==> src/rtl/pipe_ctrl_pkg.sv <==
// rtl/pipe_ctrl_pkg.sv - shared types and constants for the pipeline stall/flush sequencer
//
// Purpose: state encoding, WB bubble value and default memory timeout used by
//          pipe_ctrl and its helpers.
// Ports:   none (package).
// Config:  PIPE_CTRL_PERF_EN is consumed by pipe_ctrl, not here.

package pipe_ctrl_pkg;

  typedef enum logic [1:0] {
    RUN      = 2'd0,
    MEM_WAIT = 2'd1,
    ERR      = 2'd2
  } pipe_state_e;

  // WB control value that turns the MEM/WB slot into a no-op.
  localparam logic [1:0] WB_BUBBLE = 2'b00;

  localparam int DEF_MEM_TIMEOUT = 15;

  // Next WB control for the MEM/WB register: the bubble value when the slot
  // must not retire, otherwise the control coming from EX/MEM.
  function automatic logic [1:0] wb_ctrl_next(input logic bubble, input logic [1:0] wb_in);
    return bubble ? WB_BUBBLE : wb_in;
  endfunction

endpackage

==> src/rtl/pipe_ctrl_if.sv <==
// rtl/pipe_ctrl_if.sv - control/handshake bundle between the pipeline and pipe_ctrl
//
// Purpose: groups every hazard input, pipeline-register control output,
//          data-memory request/ready pair, error flag and perf counter.
// Modports:
//   slave  - used by pipe_ctrl: hazard/memory status in, controls out.
//   master - used by the pipeline side (or a bench): drives status, observes controls.

interface pipe_ctrl_if;

  // Hazard / memory status from the datapath.
  logic        MemRead_ex;
  logic [4:0]  rdAddr_ex;
  logic [4:0]  rs1Addr_id;
  logic [4:0]  rs2Addr_id;
  logic        rs1Used_id;
  logic        rs2Used_id;
  logic        BranchTaken_ex;
  logic        MemAccess_mem;
  logic        dmem_ready;

  // Controls towards the pipeline registers and data memory.
  logic        dmem_req;
  logic        PCWrite;
  logic        IFID_en;
  logic        IDEX_en;
  logic        EXMEM_en;
  logic        IFID_flush;
  logic        IDEX_flush;
  logic        MEMWB_bubble;
  logic        mem_err;
  logic [31:0] stall_cnt;
  logic [31:0] flush_cnt;

  modport slave (
    input  MemRead_ex, rdAddr_ex, rs1Addr_id, rs2Addr_id, rs1Used_id, rs2Used_id,
           BranchTaken_ex, MemAccess_mem, dmem_ready,
    output dmem_req, PCWrite, IFID_en, IDEX_en, EXMEM_en, IFID_flush, IDEX_flush,
           MEMWB_bubble, mem_err, stall_cnt, flush_cnt
  );

  modport master (
    output MemRead_ex, rdAddr_ex, rs1Addr_id, rs2Addr_id, rs1Used_id, rs2Used_id,
           BranchTaken_ex, MemAccess_mem, dmem_ready,
    input  dmem_req, PCWrite, IFID_en, IDEX_en, EXMEM_en, IFID_flush, IDEX_flush,
           MEMWB_bubble, mem_err, stall_cnt, flush_cnt
  );

endinterface

==> src/rtl/pipe_hazard_detect.sv <==
// rtl/pipe_hazard_detect.sv - combinational load-use hazard comparator
//
// Purpose: flags when the instruction in ID reads the register a load in EX
//          is about to write. x0 is never a hazard.
// Ports:
//   mem_read_i          in  EX instruction is a load
//   rd_addr_i           in  EX destination register
//   rs1_addr_i/rs2_addr_i in ID source registers
//   rs1_used_i/rs2_used_i in ID instruction actually reads rs1/rs2
//   hazard_o            out load-use hazard present

module pipe_hazard_detect (
  input  logic       mem_read_i,
  input  logic [4:0] rd_addr_i,
  input  logic [4:0] rs1_addr_i,
  input  logic [4:0] rs2_addr_i,
  input  logic       rs1_used_i,
  input  logic       rs2_used_i,
  output logic       hazard_o
);

  logic rs1_hit;
  logic rs2_hit;

  assign rs1_hit  = rs1_used_i && (rs1_addr_i == rd_addr_i);
  assign rs2_hit  = rs2_used_i && (rs2_addr_i == rd_addr_i);
  assign hazard_o = mem_read_i && (rd_addr_i != 5'd0) && (rs1_hit || rs2_hit);

endmodule

==> src/rtl/pipe_ctrl.sv <==
// rtl/pipe_ctrl.sv - pipeline stall/flush sequencer for the five-stage core
//
// Purpose: owns every freeze and bubble decision for IF/ID, ID/EX, EX/MEM,
//          MEM/WB and the PC. Priority: memory stall > taken branch > load-use.
//          Controls are Mealy (same-cycle); state, wait counter, mem_err and
//          perf counters are registered.
// Ports:
//   clk    in  core clock
//   rst_n  in  asynchronous active-low reset
//   pif    pipe_ctrl_if.slave (hazard/memory status in, controls out)
// Params:
//   MEM_TIMEOUT  consecutive stalled MEM_WAIT cycles before entering ERR
// Config:
//   PIPE_CTRL_PERF_EN  builds stall_cnt/flush_cnt; otherwise both read 0.

module pipe_ctrl
  import pipe_ctrl_pkg::*;
#(
  parameter int MEM_TIMEOUT = DEF_MEM_TIMEOUT
) (
  input  logic        clk,
  input  logic        rst_n,
  pipe_ctrl_if.slave  pif
);

  localparam int CW = $clog2(MEM_TIMEOUT + 1);
  localparam logic [CW-1:0] TIMEOUT_VAL = CW'(MEM_TIMEOUT);

  pipe_state_e   state_q, state_d;
  logic [CW-1:0] wcnt_q, wcnt_d;
  logic          err_q, err_d;

  logic          load_use;
  logic          mem_stall;
  logic [CW-1:0] wcnt_inc;

  logic pc_write, ifid_en, idex_en, exmem_en;
  logic ifid_flush, idex_flush, memwb_bubble, dmem_req;

  pipe_hazard_detect u_hazard (
    .mem_read_i (pif.MemRead_ex),
    .rd_addr_i  (pif.rdAddr_ex),
    .rs1_addr_i (pif.rs1Addr_id),
    .rs2_addr_i (pif.rs2Addr_id),
    .rs1_used_i (pif.rs1Used_id),
    .rs2_used_i (pif.rs2Used_id),
    .hazard_o   (load_use)
  );

  assign mem_stall = pif.MemAccess_mem && !pif.dmem_ready;

  // Saturating so the counter can never wrap back below the timeout.
  assign wcnt_inc = (wcnt_q == TIMEOUT_VAL) ? wcnt_q : wcnt_q + 1'b1;

  always_comb begin
    state_d      = state_q;
    wcnt_d       = wcnt_q;
    err_d        = err_q;
    pc_write     = 1'b1;
    ifid_en      = 1'b1;
    idex_en      = 1'b1;
    exmem_en     = 1'b1;
    ifid_flush   = 1'b0;
    idex_flush   = 1'b0;
    memwb_bubble = 1'b0;
    dmem_req     = 1'b0;

    if (state_q == ERR) begin
      // Dead pipeline: nothing moves, nothing retires, no memory traffic.
      pc_write     = 1'b0;
      ifid_en      = 1'b0;
      idex_en      = 1'b0;
      exmem_en     = 1'b0;
      memwb_bubble = 1'b1;
    end else begin
      dmem_req = pif.MemAccess_mem;
      if (mem_stall) begin
        pc_write     = 1'b0;
        ifid_en      = 1'b0;
        idex_en      = 1'b0;
        exmem_en     = 1'b0;
        memwb_bubble = 1'b1;
        if (state_q == RUN) begin
          state_d = MEM_WAIT;
          wcnt_d  = '0;
        end else begin
          // The incremented value is this cycle's ordinal, so the
          // MEM_TIMEOUT-th stalled wait cycle is the one that gives up.
          wcnt_d = wcnt_inc;
          if (wcnt_inc == TIMEOUT_VAL) begin
            state_d = ERR;
            err_d   = 1'b1;
          end
        end
      end else begin
        // Pipeline advances this cycle (including the MEM_WAIT release
        // cycle), so branch and load-use get evaluated again.
        state_d = RUN;
        wcnt_d  = '0;
        if (pif.BranchTaken_ex) begin
          ifid_flush = 1'b1;
          idex_flush = 1'b1;
        end else if (load_use) begin
          pc_write   = 1'b0;
          ifid_en    = 1'b0;
          idex_flush = 1'b1;
        end
      end
    end
  end

  always_ff @(posedge clk or negedge rst_n) begin
    if (!rst_n) begin
      state_q <= RUN;
      wcnt_q  <= '0;
      err_q   <= 1'b0;
    end else begin
      state_q <= state_d;
      wcnt_q  <= wcnt_d;
      err_q   <= err_d;
    end
  end

  assign pif.dmem_req     = dmem_req;
  assign pif.PCWrite      = pc_write;
  assign pif.IFID_en      = ifid_en;
  assign pif.IDEX_en      = idex_en;
  assign pif.EXMEM_en     = exmem_en;
  assign pif.IFID_flush   = ifid_flush;
  assign pif.IDEX_flush   = idex_flush;
  assign pif.MEMWB_bubble = memwb_bubble;
  assign pif.mem_err      = err_q;

`ifdef PIPE_CTRL_PERF_EN
  logic [31:0] stall_cnt_q, stall_cnt_d;
  logic [31:0] flush_cnt_q, flush_cnt_d;

  // ERR freezes the PC too, but that is a failure, not a stall.
  assign stall_cnt_d = (!pc_write && state_q != ERR) ? stall_cnt_q + 32'd1 : stall_cnt_q;
  assign flush_cnt_d = (ifid_flush || idex_flush) ? flush_cnt_q + 32'd1 : flush_cnt_q;

  always_ff @(posedge clk or negedge rst_n) begin
    if (!rst_n) begin
      stall_cnt_q <= '0;
      flush_cnt_q <= '0;
    end else begin
      stall_cnt_q <= stall_cnt_d;
      flush_cnt_q <= flush_cnt_d;
    end
  end

  assign pif.stall_cnt = stall_cnt_q;
  assign pif.flush_cnt = flush_cnt_q;
`else
  assign pif.stall_cnt = 32'd0;
  assign pif.flush_cnt = 32'd0;
`endif

endmodule

==> src/flat_wrapper.sv <==
// flat-port wrapper written by rule: the top's interface ports become plain ports
module pipe_ctrl_flat import pipe_ctrl_pkg::*;
#(
  parameter int MEM_TIMEOUT = DEF_MEM_TIMEOUT
)
  (clk, rst_n, pif_MemRead_ex, pif_rdAddr_ex, pif_rs1Addr_id, pif_rs2Addr_id, pif_rs1Used_id, pif_rs2Used_id, pif_BranchTaken_ex, pif_MemAccess_mem, pif_dmem_ready, pif_dmem_req, pif_PCWrite, pif_IFID_en, pif_IDEX_en, pif_EXMEM_en, pif_IFID_flush, pif_IDEX_flush, pif_MEMWB_bubble, pif_mem_err, pif_stall_cnt, pif_flush_cnt);
  pipe_ctrl_if pif_i ();
  input  logic clk;
  input  logic rst_n;
  input wire logic [$bits(pif_i.MemRead_ex)-1:0] pif_MemRead_ex;
  input wire logic [$bits(pif_i.rdAddr_ex)-1:0] pif_rdAddr_ex;
  input wire logic [$bits(pif_i.rs1Addr_id)-1:0] pif_rs1Addr_id;
  input wire logic [$bits(pif_i.rs2Addr_id)-1:0] pif_rs2Addr_id;
  input wire logic [$bits(pif_i.rs1Used_id)-1:0] pif_rs1Used_id;
  input wire logic [$bits(pif_i.rs2Used_id)-1:0] pif_rs2Used_id;
  input wire logic [$bits(pif_i.BranchTaken_ex)-1:0] pif_BranchTaken_ex;
  input wire logic [$bits(pif_i.MemAccess_mem)-1:0] pif_MemAccess_mem;
  input wire logic [$bits(pif_i.dmem_ready)-1:0] pif_dmem_ready;
  output wire logic [$bits(pif_i.dmem_req)-1:0] pif_dmem_req;
  output wire logic [$bits(pif_i.PCWrite)-1:0] pif_PCWrite;
  output wire logic [$bits(pif_i.IFID_en)-1:0] pif_IFID_en;
  output wire logic [$bits(pif_i.IDEX_en)-1:0] pif_IDEX_en;
  output wire logic [$bits(pif_i.EXMEM_en)-1:0] pif_EXMEM_en;
  output wire logic [$bits(pif_i.IFID_flush)-1:0] pif_IFID_flush;
  output wire logic [$bits(pif_i.IDEX_flush)-1:0] pif_IDEX_flush;
  output wire logic [$bits(pif_i.MEMWB_bubble)-1:0] pif_MEMWB_bubble;
  output wire logic [$bits(pif_i.mem_err)-1:0] pif_mem_err;
  output wire logic [$bits(pif_i.stall_cnt)-1:0] pif_stall_cnt;
  output wire logic [$bits(pif_i.flush_cnt)-1:0] pif_flush_cnt;
  assign pif_i.MemRead_ex = pif_MemRead_ex;
  assign pif_i.rdAddr_ex = pif_rdAddr_ex;
  assign pif_i.rs1Addr_id = pif_rs1Addr_id;
  assign pif_i.rs2Addr_id = pif_rs2Addr_id;
  assign pif_i.rs1Used_id = pif_rs1Used_id;
  assign pif_i.rs2Used_id = pif_rs2Used_id;
  assign pif_i.BranchTaken_ex = pif_BranchTaken_ex;
  assign pif_i.MemAccess_mem = pif_MemAccess_mem;
  assign pif_i.dmem_ready = pif_dmem_ready;
  assign pif_dmem_req = pif_i.dmem_req;
  assign pif_PCWrite = pif_i.PCWrite;
  assign pif_IFID_en = pif_i.IFID_en;
  assign pif_IDEX_en = pif_i.IDEX_en;
  assign pif_EXMEM_en = pif_i.EXMEM_en;
  assign pif_IFID_flush = pif_i.IFID_flush;
  assign pif_IDEX_flush = pif_i.IDEX_flush;
  assign pif_MEMWB_bubble = pif_i.MEMWB_bubble;
  assign pif_mem_err = pif_i.mem_err;
  assign pif_stall_cnt = pif_i.stall_cnt;
  assign pif_flush_cnt = pif_i.flush_cnt;
  pipe_ctrl #(.MEM_TIMEOUT(MEM_TIMEOUT)) u_core (.clk(clk), .rst_n(rst_n), .pif(pif_i));
endmodule
==> config.mk <==
export PLATFORM = sky130hd
export DESIGN_NAME = pipe_ctrl_flat
export DESIGN_NICKNAME = d
export VERILOG_FILES = /design/src/rtl/pipe_ctrl_pkg.sv /design/src/rtl/pipe_ctrl_if.sv /design/src/rtl/pipe_hazard_detect.sv /design/src/rtl/pipe_ctrl.sv /design/src/flat_wrapper.sv
export SDC_FILE = /design/constraint.sdc
export NUM_CORES = 1
export LEC_CHECK = 0
export CORE_ASPECT_RATIO = 1.75
export CORE_MARGIN = 2
export CORE_UTILIZATION = 25
export CTS_CLUSTER_DIAMETER = 150
export DETAILED_ROUTE_END_ITERATION = 8
export GPL_TIMING_DRIVEN = 0
export HOLD_SLACK_MARGIN = 0.02
export PLACE_DENSITY_LB_ADDON = 0.25
export SYNTH_ARGS = -nofsm -noshare
export SYNTH_HDL_FRONTEND = slang
export SYNTH_SLANG_ARGS = --single-unit
==> constraint.sdc <==
create_clock -name clk -period 2.9 [get_ports clk]
set_input_delay 0.87 -clock clk [delete_from_list [all_inputs] [get_ports clk]]
set_output_delay 0.87 -clock clk [all_outputs]
set_load 0.02 [all_outputs]
== Word level (Yosys, flattened, before mapping) ==
Cells that the tools add are included.

* Add/sub/neg operators: 1
* Eq/ne operators: 6
* Mux-type cells: 22
* Bitwise operators: 2
* Reductions and logical operators: 11

{| class="wikitable"
|+ Operators with widths
! kind !! count
|-
| $mux W1 || 16
|-
| $mux W4 || 3
|-
| $eq A5 B5 Y1 || 2
|-
| $eq A4 B4 Y1 const B || 2
|-
| $mux W2 || 3
|-
| $logic_and A1 B1 Y1 || 5
|-
| $reduce_bool A5 Y1 || 1
|-
| $add A4 B1 Y4 const B || 1
|-
| $reduce_and A4 Y1 || 1
|-
| $ne A3 B3 Y1 const B || 1
|-
| $eq A2 B2 Y1 const B || 1
|-
| $logic_not A2 Y1 || 1
|-
| $not A1 Y1 || 2
|-
| $reduce_and A2 Y1 || 1
|-
| $logic_not A1 Y1 || 1
|-
| $logic_or A1 B1 Y1 || 1
|}

* Register bits after elaboration: 7
* Input bits: 23
* Output and inout port bits: 73
* Logic and storage cells: 45

== Depth between registers and ports, before layout ==
* Depth after elaboration: 8
* Depth in mapped cells: 6
* Gate-level depth less buffers: 5

== By module ==
Synthesis repeated with hierarchy kept, for this count alone.

* Cells, all modules: 127
* Area, all modules: 1027.2 um^2

{| class="wikitable"
|+ By module, submodules not included
! module !! instances !! cells an instance !! area an instance (um^2) !! seq. area each (um^2)
|-
| pipe_ctrl || 1 || 110 || 893.4 || 175.2
|-
| pipe_hazard_detect || 1 || 17 || 133.9 || 0.0
|}

== Worst setup path after synthesis ==
OpenSTA, ideal clock, no wires.

* Kind: input to output
* Start point: in pif_rdAddr_ex[3]
* End point: out pif_IDEX_flush
* Arrival: 1.998 ns
* Data required time: 2.030 ns
* Path slack: 0.032 ns
* Stages: 4
* Buffers on the path: 0
* Path through: xor2_1 -> nor4_2 -> a32oi_1 -> o31ai_1

* Word-level cells in the longest chain between the ends: 8
* Elaborated cells on any way between the ends: 12
* Classes of those cells: eq/ne (2); mux (4); reduce/logical (6)

{| class="wikitable"
|+ RTL lines
! element !! RTL line !! text
|-
| from (decl) || flat_wrapper.sv:11 || <nowiki>input wire logic [$bits(pif_i.rdAddr_ex)-1:0] pif_rdAddr_ex;</nowiki>
|-
| $eq A5 B5 Y1, on equally long branches || pipe_hazard_detect.sv:25, pipe_hazard_detect.sv:26 ||
|-
| $logic_and A1 B1 Y1, on equally long branches || pipe_hazard_detect.sv:25, pipe_hazard_detect.sv:26 ||
|-
| $logic_or A1 B1 Y1 || pipe_hazard_detect.sv:27 || <nowiki>assign hazard_o = mem_read_i && (rd_addr_i != 5'd0) && (rs1_hit || rs2_hit);</nowiki>
|-
| $logic_and A1 B1 Y1 * || pipe_hazard_detect.sv:27 ||
|-
| $mux W1 * || pipe_ctrl.sv:103 || <nowiki>end else if (load_use) begin</nowiki>
|-
| $mux W1 * || pipe_ctrl.sv:100 || <nowiki>if (pif.BranchTaken_ex) begin</nowiki>
|-
| $mux W1 * || pipe_ctrl.sv:77 || <nowiki>if (mem_stall) begin</nowiki>
|-
| $mux W1 * || pipe_ctrl.sv:68 || <nowiki>if (state_q == ERR) begin</nowiki>
|-
| to (decl) || flat_wrapper.sv:25 || <nowiki>output wire logic [$bits(pif_i.IDEX_flush)-1:0] pif_IDEX_flush;</nowiki>
|}

Mark *: on every way between the ends. The rest lies on a longest branch, timed or not.

== Worst setup path in the final report ==
* Start point: in pif_rdAddr_ex[2]
* End point: out pif_PCWrite

* Word-level cells in the longest chain between the ends: 8
* Elaborated cells on any way between the ends: 12
* Classes of those cells: eq/ne (2); mux (4); reduce/logical (6)

{| class="wikitable"
|+ RTL lines
! element !! RTL line !! text
|-
| $eq A5 B5 Y1, on equally long branches || pipe_hazard_detect.sv:25, pipe_hazard_detect.sv:26 ||
|-
| $logic_and A1 B1 Y1, on equally long branches || pipe_hazard_detect.sv:25, pipe_hazard_detect.sv:26 ||
|-
| $logic_or A1 B1 Y1 || pipe_hazard_detect.sv:27 ||
|-
| $logic_and A1 B1 Y1 * || pipe_hazard_detect.sv:27 ||
|-
| $mux W1 * || pipe_ctrl.sv:103 ||
|-
| $mux W1 * || pipe_ctrl.sv:100 ||
|-
| $mux W1 * || pipe_ctrl.sv:77 ||
|-
| $mux W1 * || pipe_ctrl.sv:68 ||
|-
| to (decl) || flat_wrapper.sv:20 || <nowiki>output wire logic [$bits(pif_i.PCWrite)-1:0] pif_PCWrite;</nowiki>
|}

Marks and branches as above.

==> impl_metrics.env <==
export IMPL_status="finished, violations left"
export IMPL_failed_checks="setup timing"
export IMPL_routed_wl_mm=2.196
export IMPL_ys_ff_latch=7
export IMPL_via_per_inst=3.367
export IMPL_area_growth_pct=63.23
export IMPL_ys_types=34
export IMPL_min_from="u_core.pif.mem_err$_DFFE_PN0P_"
export IMPL_cts_tree="yes"
export IMPL_drc=0
export IMPL_critPathBufInv=3
export IMPL_core_mm2=0.004073
export IMPL_grt_first_pass_wirelength_mm=3.070
export IMPL_synth_top_area_share_pct=47.43
export IMPL_antenna_cells=0
export IMPL_synth_area_mm2=0.001045
export IMPL_synthMuxAreaShare_pct=0
export IMPL_synth_seq_area_share_pct=16.77
export IMPL_leakage_uw=0.001002
export IMPL_portBuffers=31
export IMPL_die_area_mm2=0.004732
export IMPL_drive_above_1_share_pct=43.23
export IMPL_critPathKind="in2out"
export IMPL_syn_area_per_cell_um2=8.099
export IMPL_period_needed_ns=3.001
export IMPL_drv_cap=0
export IMPL_fin_util_pct=41.87
export IMPL_reg2reg_from="u_core.wcnt_q[0]$_DFFE_PN0N_"
export IMPL_nNetsFinal=254
export IMPL_power_density_mw_per_mm2=271.9
export IMPL_syn_inst=129
export IMPL_io_pins=96
export IMPL_synth_compound_area_share_pct=10.54
export IMPL_synth_edf_count=0
export IMPL_synthAdderAreaFrac_pct=1.198
export IMPL_wl_per_cell_um=7.899
export IMPL_critPathArrivalTime_ns=2.13
export IMPL_fin_hold_ws_ns=0.4546
export IMPL_drt_first_pass_iters=2
export IMPL_slew_viol_final=0
export IMPL_numCtsBuffers=3
export IMPL_cp_depth=7
export IMPL_drt_iter0_markers=9
export IMPL_cts_max_level=1
export IMPL_gp_congestion=0.6913
export IMPL_start_util_pct=25.65
export IMPL_dpl_hpwl_mm=1.881
export IMPL_synth_xor_xnor_area_share_pct=9.222
export IMPL_ir_drop_mv=0.2228
export IMPL_grt_pass1_vias=729
export IMPL_reg2reg_depth=6
export IMPL_slowest_stage="nor4_2"
export IMPL_synth_area_top_cells="buf_4 47%, dfrtp_1 17%, xor2_1 7.5%, nand2_1 2.2%, a21oi_1 1.9%"
export IMPL_detail_route_antenna_nets=0
export IMPL_path_clk_slew_ns=0.04
export IMPL_die_w_um=52.87
export IMPL_cts_root_buf="clkbuf_8"
export IMPL_cts_hold_buf=0
export IMPL_grt_ovfl_total=0
export IMPL_slowest_delay_ns=0.33
export IMPL_clock_skew_ns=0.001817
export IMPL_path_cells="buf_8 -> xor2_1 -> nor4_2 -> a32oi_1 -> o31a_1 -> buf_4 -> buf_6"
export IMPL_synthSimpleGateAreaFrac_pct=12.46
export IMPL_crit_start="pif_rdAddr_ex[2]"
export IMPL_setup_violations=2
export IMPL_synth_top_family_by_area="buffers and inverters"
export IMPL_clockBufferDepth=2
export IMPL_power_uw=463.8
export IMPL_yosysTopAreaCell="buf_4"
export IMPL_num_rows=31
export IMPL_die_h_um=89.52
export IMPL_finalCritPeriodShare_pct=103.5
export IMPL_worstSkewPairLatency_ns=0.23
export IMPL_final_cell_count_no_fill=278
export IMPL_worstSetupStartpointType="input pin"
export IMPL_grt_start_max_net_pins=9
export IMPL_crit_family="compound AO/OA/AOI/OAI gates"
export IMPL_dp_cells=272
export IMPL_finalWorstSetupSlack_ns=-0.1009
export IMPL_cp_required_ns=2.03
export IMPL_rsz0062_at_grt="yes"
export IMPL_yosysWarnings=0
export IMPL_yosysMostFrequentCell="buf_4"
export IMPL_vias=936
export IMPL_grt_use_total_pct=8.574
export IMPL_hp_class="reg2reg"
export IMPL_ys_flop_type="dfrtp_1"
export IMPL_antenna_found_initial=0
export IMPL_fmax_ghz=0.3332
export IMPL_ys_top_cells_by_count="66 x buf_4, 9 x xor2_1, 7 x dfrtp_1, 6 x nand2_1, 4 x a21oi_1"
export IMPL_fill_cells=445
export IMPL_cts_sinks=7
export IMPL_endpoint_kind="output port"
export IMPL_hold_depth=1
export IMPL_async_flop_share_pct=100.0
export IMPL_hold_violations=0
export IMPL_path_max_fanout=3
## through the flow
stage               TNS [ns]  area [um2]  setup slack [ns]
floorplan                  0        1281           0.03206
global placement      -4.355        1653            -1.040
detailed placement    -4.369        1653            -1.030
CTS                  -0.1687        1702          -0.09821
global route         -0.4516        1705           -0.1969
finish               -0.1812        1705           -0.1009
## timing repair
action | CTS | global route
pin swaps | 14 | 1
resized for setup | 85 | 8
setup buffers | 2 | 0
endpoints found under the setup margin | 8 | 5
hold endpoints to repair | 0 | 0
## layer usage
metal / part of all wire (%) / track usage (%)
met1: 29 / 8.240
met2: 50 / 15.80
met3: 19 / 2.843
met4: 1.3 / 4.196
met5: 0 / 0
## where the power goes
group | switching (uW) | internal (uW)
combinational | 122 | 103
sequential | 1.53 | 99.3
clock | 42.0 | 95.1
total | 166 | 298
## final cells by class
class	count	area, um2	area share (%)
Multi-Input combinational cell	114	625.6	36.68
Buffer	69	509.2	29.86
Timing Repair Buffer	33	281.5	16.51
Sequential cell	7	175.2	10.27
Tap cell	49	61.31	3.595
Clock buffer	4	45.04	2.641
Inverter	2	7.507	0.4402
## layout by cell type, fill, tap and decap left out, types with 2 or more instances in the layout
cell and count:
nand3_1 2, clkbuf_2 2, clkdlybuf4s15_1 2, clkbuf_8 3
nor2b_1 2, and2_1 2, nor4_2 2, buf_6 5
dfrtp_1 7, clkdlybuf4s50_1 8, xor2_1 8, nand2_1 5
buf_4 70, dlygate4sd2_1 4, xnor2_1 2, buf_2 9
conb_1 64, nand2b_1 2, a21oi_1 4, clkbuf_1 2
o21ai_0 3
## registers in the layout, summed over array words and instances, names as in the netlist
register / cells
u_core.wcnt_q: 4
u_core.state_q: 2
u_core.pif.mem_err: 1
## final timing paths
| check | to | slack, ns |
|---|---|---|
| max in group asynchronous | u_core.wcnt_q[0]$_DFFE_PN0N_ | 1.74 |
| min reg2reg | u_core.pif.mem_err$_DFFE_PN0P_ | 0.45 |
| max | pif_PCWrite | -0.10 |
| min | u_core.pif.mem_err$_DFFE_PN0P_ | 0.45 |
| max reg2reg | u_core.state_q[1]$_DFFE_PN0P_ | 1.32 |
| min in group asynchronous | u_core.state_q[0]$_DFFE_PN0P_ | 0.91 |
## cell families after synthesis
kind of cell    Yosys count
buf+inv                  71
compound gates           16
xor+xnor                 11
simple gates             22
flops                     7
other cells               1
fa+ha+maj                 1
Note: power is estimated with default switching activity, not from simulation.
